[src/rtl/apple_manager.sv]
// Apple (food) cell owner for the snake game: detects the head eating the
// apple and relocates it to a pseudo-random free cell, checked against a full segment pass.
// Latency: o_eat one cycle after the matching head beat; new apple appears on the tail beat's next cycle.
// Backpressure: none; segment beats are consumed as they come, i_halt freezes everything and drops beats.

module apple_manager #(
  parameter int unsigned GAME_WIDTH  = 30,
  parameter int unsigned GAME_HEIGHT = 14,
  parameter logic [15:0] SEED        = 16'hACE1,
  parameter int unsigned APPLE_X0    = 20,
  parameter int unsigned APPLE_Y0    = 8
) (
  input  logic       clk,
  input  logic       rst,
  input  logic [4:0] i_pos_x,
  input  logic [3:0] i_pos_y,
  input  logic       i_pos_first,
  input  logic       i_pos_last,
  input  logic       i_pos_valid,
  input  logic       i_halt,
  input  logic       i_entropy,
  output logic       o_eat,
  output logic [4:0] o_apple_x,
  output logic [3:0] o_apple_y,
  output logic       o_apple_valid
);

  typedef enum logic [1:0] {
    S_IDLE   = 2'd0,
    S_CHOOSE = 2'd1,
    S_WAIT   = 2'd2,
    S_CHECK  = 2'd3
  } state_t;

  state_t      state;
  logic [15:0] lfsr;
  logic        lfsr_fb;

  // Latched relocation candidate and its collision flag for the current pass.
  logic [4:0]  cand_x;
  logic [3:0]  cand_y;
  logic        coll;

  // Candidate drawn from the current LFSR value.
  logic [4:0]  draw_x;
  logic [3:0]  draw_y;
  logic        draw_legal;

  // Segment compare results for this cycle.
  logic        head_on_apple;
  logic        seg_on_cand;
  logic        hit_now;
  logic        pass_beat;

  // Fibonacci taps 16,14,13,11 (bits 15,13,12,10), with user entropy stirred in.
  assign lfsr_fb = lfsr[15] ^ lfsr[13] ^ lfsr[12] ^ lfsr[10] ^ i_entropy;

  assign draw_x = lfsr[4:0];
  assign draw_y = lfsr[8:5];

  // Walls sit at 0 and at WIDTH+1 / HEIGHT+1; compare at full width so no wrap can sneak a wall in.
  assign draw_legal = (draw_x != 5'd0) && (32'(draw_x) <= GAME_WIDTH) &&
                      (draw_y != 4'd0) && (32'(draw_y) <= GAME_HEIGHT);

  assign head_on_apple = (i_pos_x == o_apple_x) && (i_pos_y == o_apple_y);
  assign seg_on_cand   = (i_pos_x == cand_x) && (i_pos_y == cand_y);

  // A head beat starts a fresh pass (also recovers from a missed tail); other beats accumulate.
  assign hit_now = (state == S_CHECK && !i_pos_first) ? (coll | seg_on_cand) : seg_on_cand;

  // Beats that belong to the pass being validated: the head while waiting, anything while checking.
  assign pass_beat = i_pos_valid && (i_pos_first || state == S_CHECK);

  // LFSR: free-running unless halted; a lock-up at zero is broken by reloading the seed.
  always_ff @(posedge clk or posedge rst) begin
    if (rst) begin
      lfsr <= SEED;
    end else if (!i_halt) begin
      if (lfsr == 16'd0) begin
        lfsr <= SEED;
      end else begin
        lfsr <= {lfsr[14:0], lfsr_fb};
      end
    end
  end

  // Apple FSM: eat detection, candidate draw, and pass-wide collision check with registered outputs.
  always_ff @(posedge clk or posedge rst) begin
    if (rst) begin
      state         <= S_IDLE;
      o_apple_x     <= 5'(APPLE_X0);
      o_apple_y     <= 4'(APPLE_Y0);
      o_apple_valid <= 1'b1;
      o_eat         <= 1'b0;
      cand_x        <= 5'd0;
      cand_y        <= 4'd0;
      coll          <= 1'b0;
    end else if (i_halt) begin
      o_eat <= 1'b0;
    end else begin
      o_eat <= 1'b0;
      unique case (state)
        S_IDLE: begin
          // Only the head can eat; body segments over the apple are ignored.
          if (i_pos_valid && i_pos_first && head_on_apple) begin
            o_eat         <= 1'b1;
            o_apple_valid <= 1'b0;
            state         <= S_CHOOSE;
          end
        end
        S_CHOOSE: begin
          // Illegal draws simply retry on the next LFSR value.
          if (draw_legal) begin
            cand_x <= draw_x;
            cand_y <= draw_y;
            coll   <= 1'b0;
            state  <= S_WAIT;
          end
        end
        S_WAIT, S_CHECK: begin
          if (pass_beat) begin
            coll <= hit_now;
            if (i_pos_last) begin
              if (hit_now) begin
                state <= S_CHOOSE;
              end else begin
                o_apple_x     <= cand_x;
                o_apple_y     <= cand_y;
                o_apple_valid <= 1'b1;
                state         <= S_IDLE;
              end
            end else begin
              state <= S_CHECK;
            end
          end
        end
        default: begin
          state <= S_IDLE;
        end
      endcase
    end
  end

endmodule

[config.mk]
export PLATFORM = sky130hd
export DESIGN_NAME = apple_manager
export DESIGN_NICKNAME = d
export VERILOG_FILES = /design/src/rtl/apple_manager.sv
export SDC_FILE = /design/constraint.sdc
export NUM_CORES = 1
export LEC_CHECK = 0
export CORE_ASPECT_RATIO = 1.4
export CORE_MARGIN = 2
export CORE_UTILIZATION = 40
export DETAILED_ROUTE_END_ITERATION = 10
export PLACE_DENSITY = 0.61
export RECOVER_POWER = 50
export SLEW_MARGIN = 20
export SYNTH_ARGS = -nofsm -noshare
export SYNTH_HDL_FRONTEND = slang
export SYNTH_SLANG_ARGS = --single-unit
export TNS_END_PERCENT = 100
[constraint.sdc]
create_clock -name clk -period 3.8 [get_ports clk]
set_clock_uncertainty 0.15 [all_clocks]
set_input_delay 0.76 -clock clk [delete_from_list [all_inputs] [get_ports clk]]
set_output_delay 0.76 -clock clk [all_outputs]
set_load 0.01 [all_outputs]
==> impl_metrics.tcl, run 1 <==
set metrics [dict create \
    crit_path_max_incr_delay_ns 0.70 \
    num_io_pins 27 \
    drv_slew 0 \
    switching_share_pct 25.1 \
    p_int_uw 841 \
    cts_sinks 39 \
    globalRouteTotalUtil_pct 15.7 \
    startpoint "i_halt" \
    first_global_vias 1337 \
    path_cells "dlygate4sd3_1, clkbuf_1, a21oi_1, nand3_2, mux2_2" \
    die_area_mm2 0.00521 \
    clkTransAtPathRegs_ns 0.08 \
    place_hpwl_mm 2.73 \
    p_comb_share_pct 15.2 \
    ys_types 29 \
    fmax_mhz 344 \
    worstPathMaxFanout 24 \
    cpLargestDelayFamily "buffers and inverters" \
    synth_top_area_cell "dfrtp_1" \
    rsz0062_at_grt "false" \
    final_cells 258 \
    gp_congestion 0.780 \
    ir_drop_uv 308 \
    post-route-min-period_ns 2.91 \
    cts-root-buf "clkbuf_8" \
    rows 29 \
    ys_warn_count 0 \
    initial_core_util_pct 41.3 \
    ctsResizeCount 0 \
    power_density_mw_per_mm2 486 \
    crit_required_ns 3.83 \
    cts_setup_buffers 0 \
    hold_slack_ns 0.312 \
    setup_tns_ns 0 \
    port_buffers 26 \
    fin_nets 211 \
    endpoint_kind "register" \
    placed_cells 250 \
    fin_area_mm2 0.00231 \
    wl_mm 3.60 \
    post-place-ws_ns 0.983 \
    grt_max_degree 40 \
    postPlaceCellArea_mm2 0.00218 \
    hp-class "reg2reg" \
    firstDrtPassIters 4 \
    grt-ovfl-total 0 \
    setup_viol_count_final 0 \
    slowest_stage "clkbuf_1" \
    p_sw_uw 282 \
    vias 1275 \
    drive_above_1_share_pct 20.9 \
    drc 0 \
    die_x_um 61.6 \
    crit_arrival_ns 2.94 \
    hp-start "o_apple_valid" \
    status "finished clean" \
    core-area_mm2 0.00450 \
    worstPathBufferInverterCount 2 \
    cts_made_buffers 5 \
    via_per_inst 4.94 \
    max_cap_viol_count 0 \
    synth_top_area_share_pct 36.4 \
    syn_inst 165 \
    area_growth_pct 24.4 \
    wl_per_cell_um 14.0 \
    pwr-share-seq_pct 48.8 \
    synth_seq_cells 39 \
    diodes 0 \
    clkLatencyLatePin_ns 0.29 \
    avgSynthCellArea_um2 11.3 \
    worst_pin_slew_ns 0.949 \
    power.share.clock_pct 36.0 \
    synth_commonest_cells "dfrtp_1, xor2_1, nand2_1, nor2_1" \
    synth_flop_cell "dfrtp_1" \
    async_flop_share_pct 100 \
    synth_area_leaders "dfrtp_1, dfstp_2, xor2_1" \
    crit_type "in2reg" \
    clk_path_buf_depth 2 \
    die_h_um 84.6 \
    grt_pass1_wl_mm 6.00 \
    drt-initial-drc-count 44 \
    worstSetupStartpointType "input port" \
    cts_hold_buffers 0 \
    synth.most_common_cell "dfrtp_1" \
    worst_r2r_startpoint "lfsr[2]" \
    yosysSeqAreaShare_pct 53.3 \
    antenna_found_initial 0 \
    p_leak_nw 1.09 \
    fin_crit_sh_pct 76.5 \
    htreeDepth 2 \
    setup_ws_ns 0.892 \
    antenna_left 0 \
    synth_edf_count 0 \
    syn-num-nets 181 \
    slew_headroom_pct 36.7 \
    final-hold-violation-count 0 \
    synth.cell_area_mm2 0.00186 \
    cts_tree "yes" \
]
-- tightest hold or removal path, cell delays in order (launching register included) --
cell and delay [ns]:
dfstp_2 0.37, nand2_1 0.05, nand2_1 0.05
-- logic make-up (layout without fill, tap and decap cells) --
| kind of cell | Yosys count | after routing | share of synthesized area [%] |
|---|---|---|---|
| and+or+nand+nor | 44 | 44 | 11.7 |
| DFF | 39 | 39 | 53.3 |
| AOI/OAI and AO/OA | 23 | 23 | 6.94 |
| xor gates and xnor gates | 22 | 22 | 10.4 |
| muxes | 20 | 20 | 13.7 |
| buffers and inverters | 17 | 48 | 3.91 |
-- metal layers --
layer | global-route usage (%) | wire length (um) | up-vias
met2 | 26.4 | 1920 | 23
met1 | 18.5 | 1490 | 627
met5 | 0 | 0 | -
met4 | 6.38 | 67 | 0
met3 | 3.70 | 124 | 6
li1 | - | - | 619
-- flip-flops by register name, summed over array words and instances (netlist names) --
signal         flops
lfsr              16
coll               1
cand_y             4
state              2
cand_x             5
o_apple_valid      1
o_eat              1
o_apple_x          5
o_apple_y          4
-- area by class of cell --
class,count,area [um2]
clock buffer,6,72.6
clock inverter,2,60.1
fill,451,2190
inverter,12,45.0
multi-input combinational,109,795
sequential,39,991
tap,62,77.6
timing repair buffer,28,272
-- worst paths after layout --
check                                endpoint  slack (ns)  cells past startpoint
worst max register to register      cand_x[4]        1.73                      5
min in group asynchronous           cand_x[4]        0.87                      3
worst min register to register  o_apple_valid        0.31                      2
max in group asynchronous             lfsr[7]        2.26                      3
worst max-delay path             o_apple_x[0]        0.89                      5
worst min-delay path            o_apple_valid        0.31                      2
-- power by group through the flow --
stage	Sequential, mW	Combinational, mW	Clock (mW)
global placement	0.553	0.168	0
finish	0.548	0.171	0.404
global route	0.557	0.194	0.433
floorplan	0.536	0.125	0
CTS	0.549	0.175	0.415
detailed placement	0.557	0.173	0
-- layout by cell type, fill, tap and decap left out, drive strengths merged, types with 2 or more instances in the layout --
cell type	synthesis	routed
a21oi	9	9
bufinv	0	2
clkbuf	3	7
clkdlybuf4s50	0	24
dfrtp	27	27
dfstp	12	12
dlygate4sd3	0	2
inv	12	12
mux2	20	20
nand2	13	13
nand3	2	2
nand4	2	2
nor2	13	13
nor3	3	3
nor4	7	7
o21ai	9	9
xnor2	4	4
xor2	18	18
-- per-stage QoR --
stage          power [mW]  util (%)
4_1_cts              1.14      51.5
6_report             1.12      51.4
3_5_place_dp        0.730      48.5
5_1_grt              1.18      51.4
3_3_place_gp        0.722      48.5
2_1_floorplan       0.662         -
Note: power is estimated with default switching activity, not from simulation.
==> inputs of run 2 (changes only) <==
--- a/config.mk
+++ b/config.mk
@@ -9,7 +9,7 @@
 export CORE_MARGIN = 2
 export CORE_UTILIZATION = 40
 export DETAILED_ROUTE_END_ITERATION = 10
-export PLACE_DENSITY = 0.61
+export PLACE_DENSITY = 0.63
 export RECOVER_POWER = 50
 export SLEW_MARGIN = 20
 export SYNTH_ARGS = -nofsm -noshare
==> constraint.sdc (replaced) <==
create_clock -name clk -period 2.5 [get_ports clk]
set_clock_uncertainty 0.15 [all_clocks]
set_input_delay 0.5 -clock clk [delete_from_list [all_inputs] [get_ports clk]]
set_output_delay 0.5 -clock clk [all_outputs]
set_load 0.01 [all_outputs]
==> run 2 against run 1 <==
Effect of this change:
- hold slack is essentially flat
- combinational power up 53%
- clock power rose by 11%
- global-route usage grew 0.27 points
- utilization fell by 0.61 points
- final area shrank 1.2%
- non-clock buffer count is 1 higher
- largest cell class unchanged
==> impl_metrics.tcl, run 2 (same netlist as run 1, synthesis figures left out) <==
set metrics [dict create \
    status "finished clean" \
    worstSetupStartpointType "input port" \
    setup_ws_ns 0.224 \
    grt_pass1_wl_mm 6.13 \
    antenna_left 0 \
    r2r_cells 4 \
    gp_congestion 0.777 \
    rsz0062_at_grt "false" \
    setup_viol_count_final 0 \
    cts_tree "yes" \
    whs_path_depth 2 \
    largest_reg_flops 16 \
    fmax_mhz 439 \
    regArea_um2 991 \
    post-route-min-period_ns 2.28 \
    max_cap_viol_count 0 \
    die_area_mm2 0.00521 \
    cts_setup_buffers 0 \
    hp-class "reg2reg" \
    wl_per_cell_um 14.5 \
    cts_sinks 39 \
    diodes 0 \
    clk_path_buf_depth 2 \
    grt-ovfl-total 0 \
    die_h_um 84.6 \
    fin_nets 212 \
    cts-root-buf "clkbuf_8" \
    reg_top3 "lfsr: 16 flops, cand_x: 5 flops, o_apple_x: 5 flops" \
    drv_slew 0 \
    place_hpwl_mm 2.82 \
    vias 1326 \
    p_sw_uw 410 \
    fin_crit_sh_pct 91.0 \
    ctsResizeCount 0 \
    switching_share_pct 26.6 \
    num_io_pins 27 \
    mostFrequentLayoutCell "dfrtp_1" \
    worstPathMaxFanout 22 \
    drc 0 \
    num-fill-cells 451 \
    globalRouteTotalUtil_pct 16.0 \
    antenna_found_initial 0 \
    p_comb_share_pct 17.0 \
    core-area_mm2 0.00450 \
    crit_required_ns 2.55 \
    drt-initial-drc-count 44 \
    htreeDepth 2 \
    post-place-ws_ns -0.0621 \
    clkLatencyLatePin_ns 0.28 \
    hold_slack_ns 0.312 \
    drive_above_1_share_pct 21.3 \
    grt_max_degree 40 \
    p_leak_nw 1.08 \
    crit_arrival_ns 2.33 \
    min_to "o_apple_valid" \
    ir_drop_uv 369 \
    endpoint_kind "register" \
    hp-start "o_apple_valid" \
    first_global_vias 1324 \
    reg2reg_to "cand_x[4]" \
    wl_mm 3.74 \
    final-hold-violation-count 0 \
    largest_register "lfsr" \
    worst_pin_slew_ns 0.960 \
    layout_common_cells "dfrtp_1, clkdlybuf4s50_1, xor2_1" \
    crit_type "in2reg" \
    port_buffers 26 \
    area_growth_pct 23.0 \
    clkTransAtPathRegs_ns 0.07 \
    slew_headroom_pct 36.0 \
    multiInputGateArea_um2 795 \
    rows 29 \
    power_density_mw_per_mm2 675 \
    worst_r2r_startpoint "lfsr[7]" \
    initial_core_util_pct 41.3 \
    cts_hold_buffers 0 \
    die_x_um 61.6 \
    cts_made_buffers 5 \
    p_int_mw 1.13 \
    r2r_slack_ns 0.38 \
    power.share.clock_pct 29.1 \
    via_per_inst 5.12 \
    pwr-share-seq_pct 54.0 \
    firstDrtPassIters 4 \
]
[run 2: layout make-up]
cell class | instances | area share [%]
clock buffer | 8 | 4.38
sequential | 39 | 43.4
inverter | 12 | 1.97
multi-input combinational | 109 | 34.8
timing repair buffer | 29 | 12.1
tap | 62 | 3.40
[run 2: worst max-delay path: stages]
cell and delay, ns:
clkdlybuf4s50_1 0.51, clkbuf_1 0.71, a41o_1 0.39, nor2_1 0.07
a21oi_1 0.14
[run 2: how the worst max path moves through the flow]
stage               start      endpoint  slack (ns)  cells after the start
2_1_floorplan     lfsr[1]     cand_x[0]        0.52                      6
3_3_place_gp   i_pos_y[0]  o_apple_x[3]        0.02                      6
3_5_place_dp   i_pos_y[3]  o_apple_y[2]       -0.06                      6
4_1_cts        i_pos_x[0]  o_apple_y[2]        0.23                      6
5_1_grt        i_pos_x[0]  o_apple_y[2]        0.06                      6
6_report           i_halt      lfsr[11]        0.22                      5
[run 2: routing by layer]
metal / vias up / track usage, % / part of all wire, %
met5: - / 0 / 0
met4: 0 / 8.12 / 3.6
met3: 11 / 3.85 / 4.2
met2: 36 / 25.4 / 52
met1: 658 / 19.5 / 41
li1: 621 / - / -
[run 2: power by group through the flow]
stage / Combinational, mW / Clock (mW) / Sequential (mW)
floorplan: 0.191 / 0 / 0.815
global placement: 0.258 / 0 / 0.840
detailed placement: 0.265 / 0 / 0.846
CTS: 0.267 / 0.468 / 0.835
global route: 0.292 / 0.498 / 0.847
finish: 0.262 / 0.448 / 0.832
[run 2: stage by stage]
stage                     cell area (um2)  util [%]  cells  TNS, ns  total power, mW
final                                2280      50.8    259        0             1.54
after global routing                 2280      50.8    259        0             1.64
after CTS                            2290      50.9    259        0             1.57
after detailed placement             2190      48.7    251   -0.342             1.11
after global placement               2190      48.7    251        0             1.10
after floorplan                      1860         -    165        0             1.01
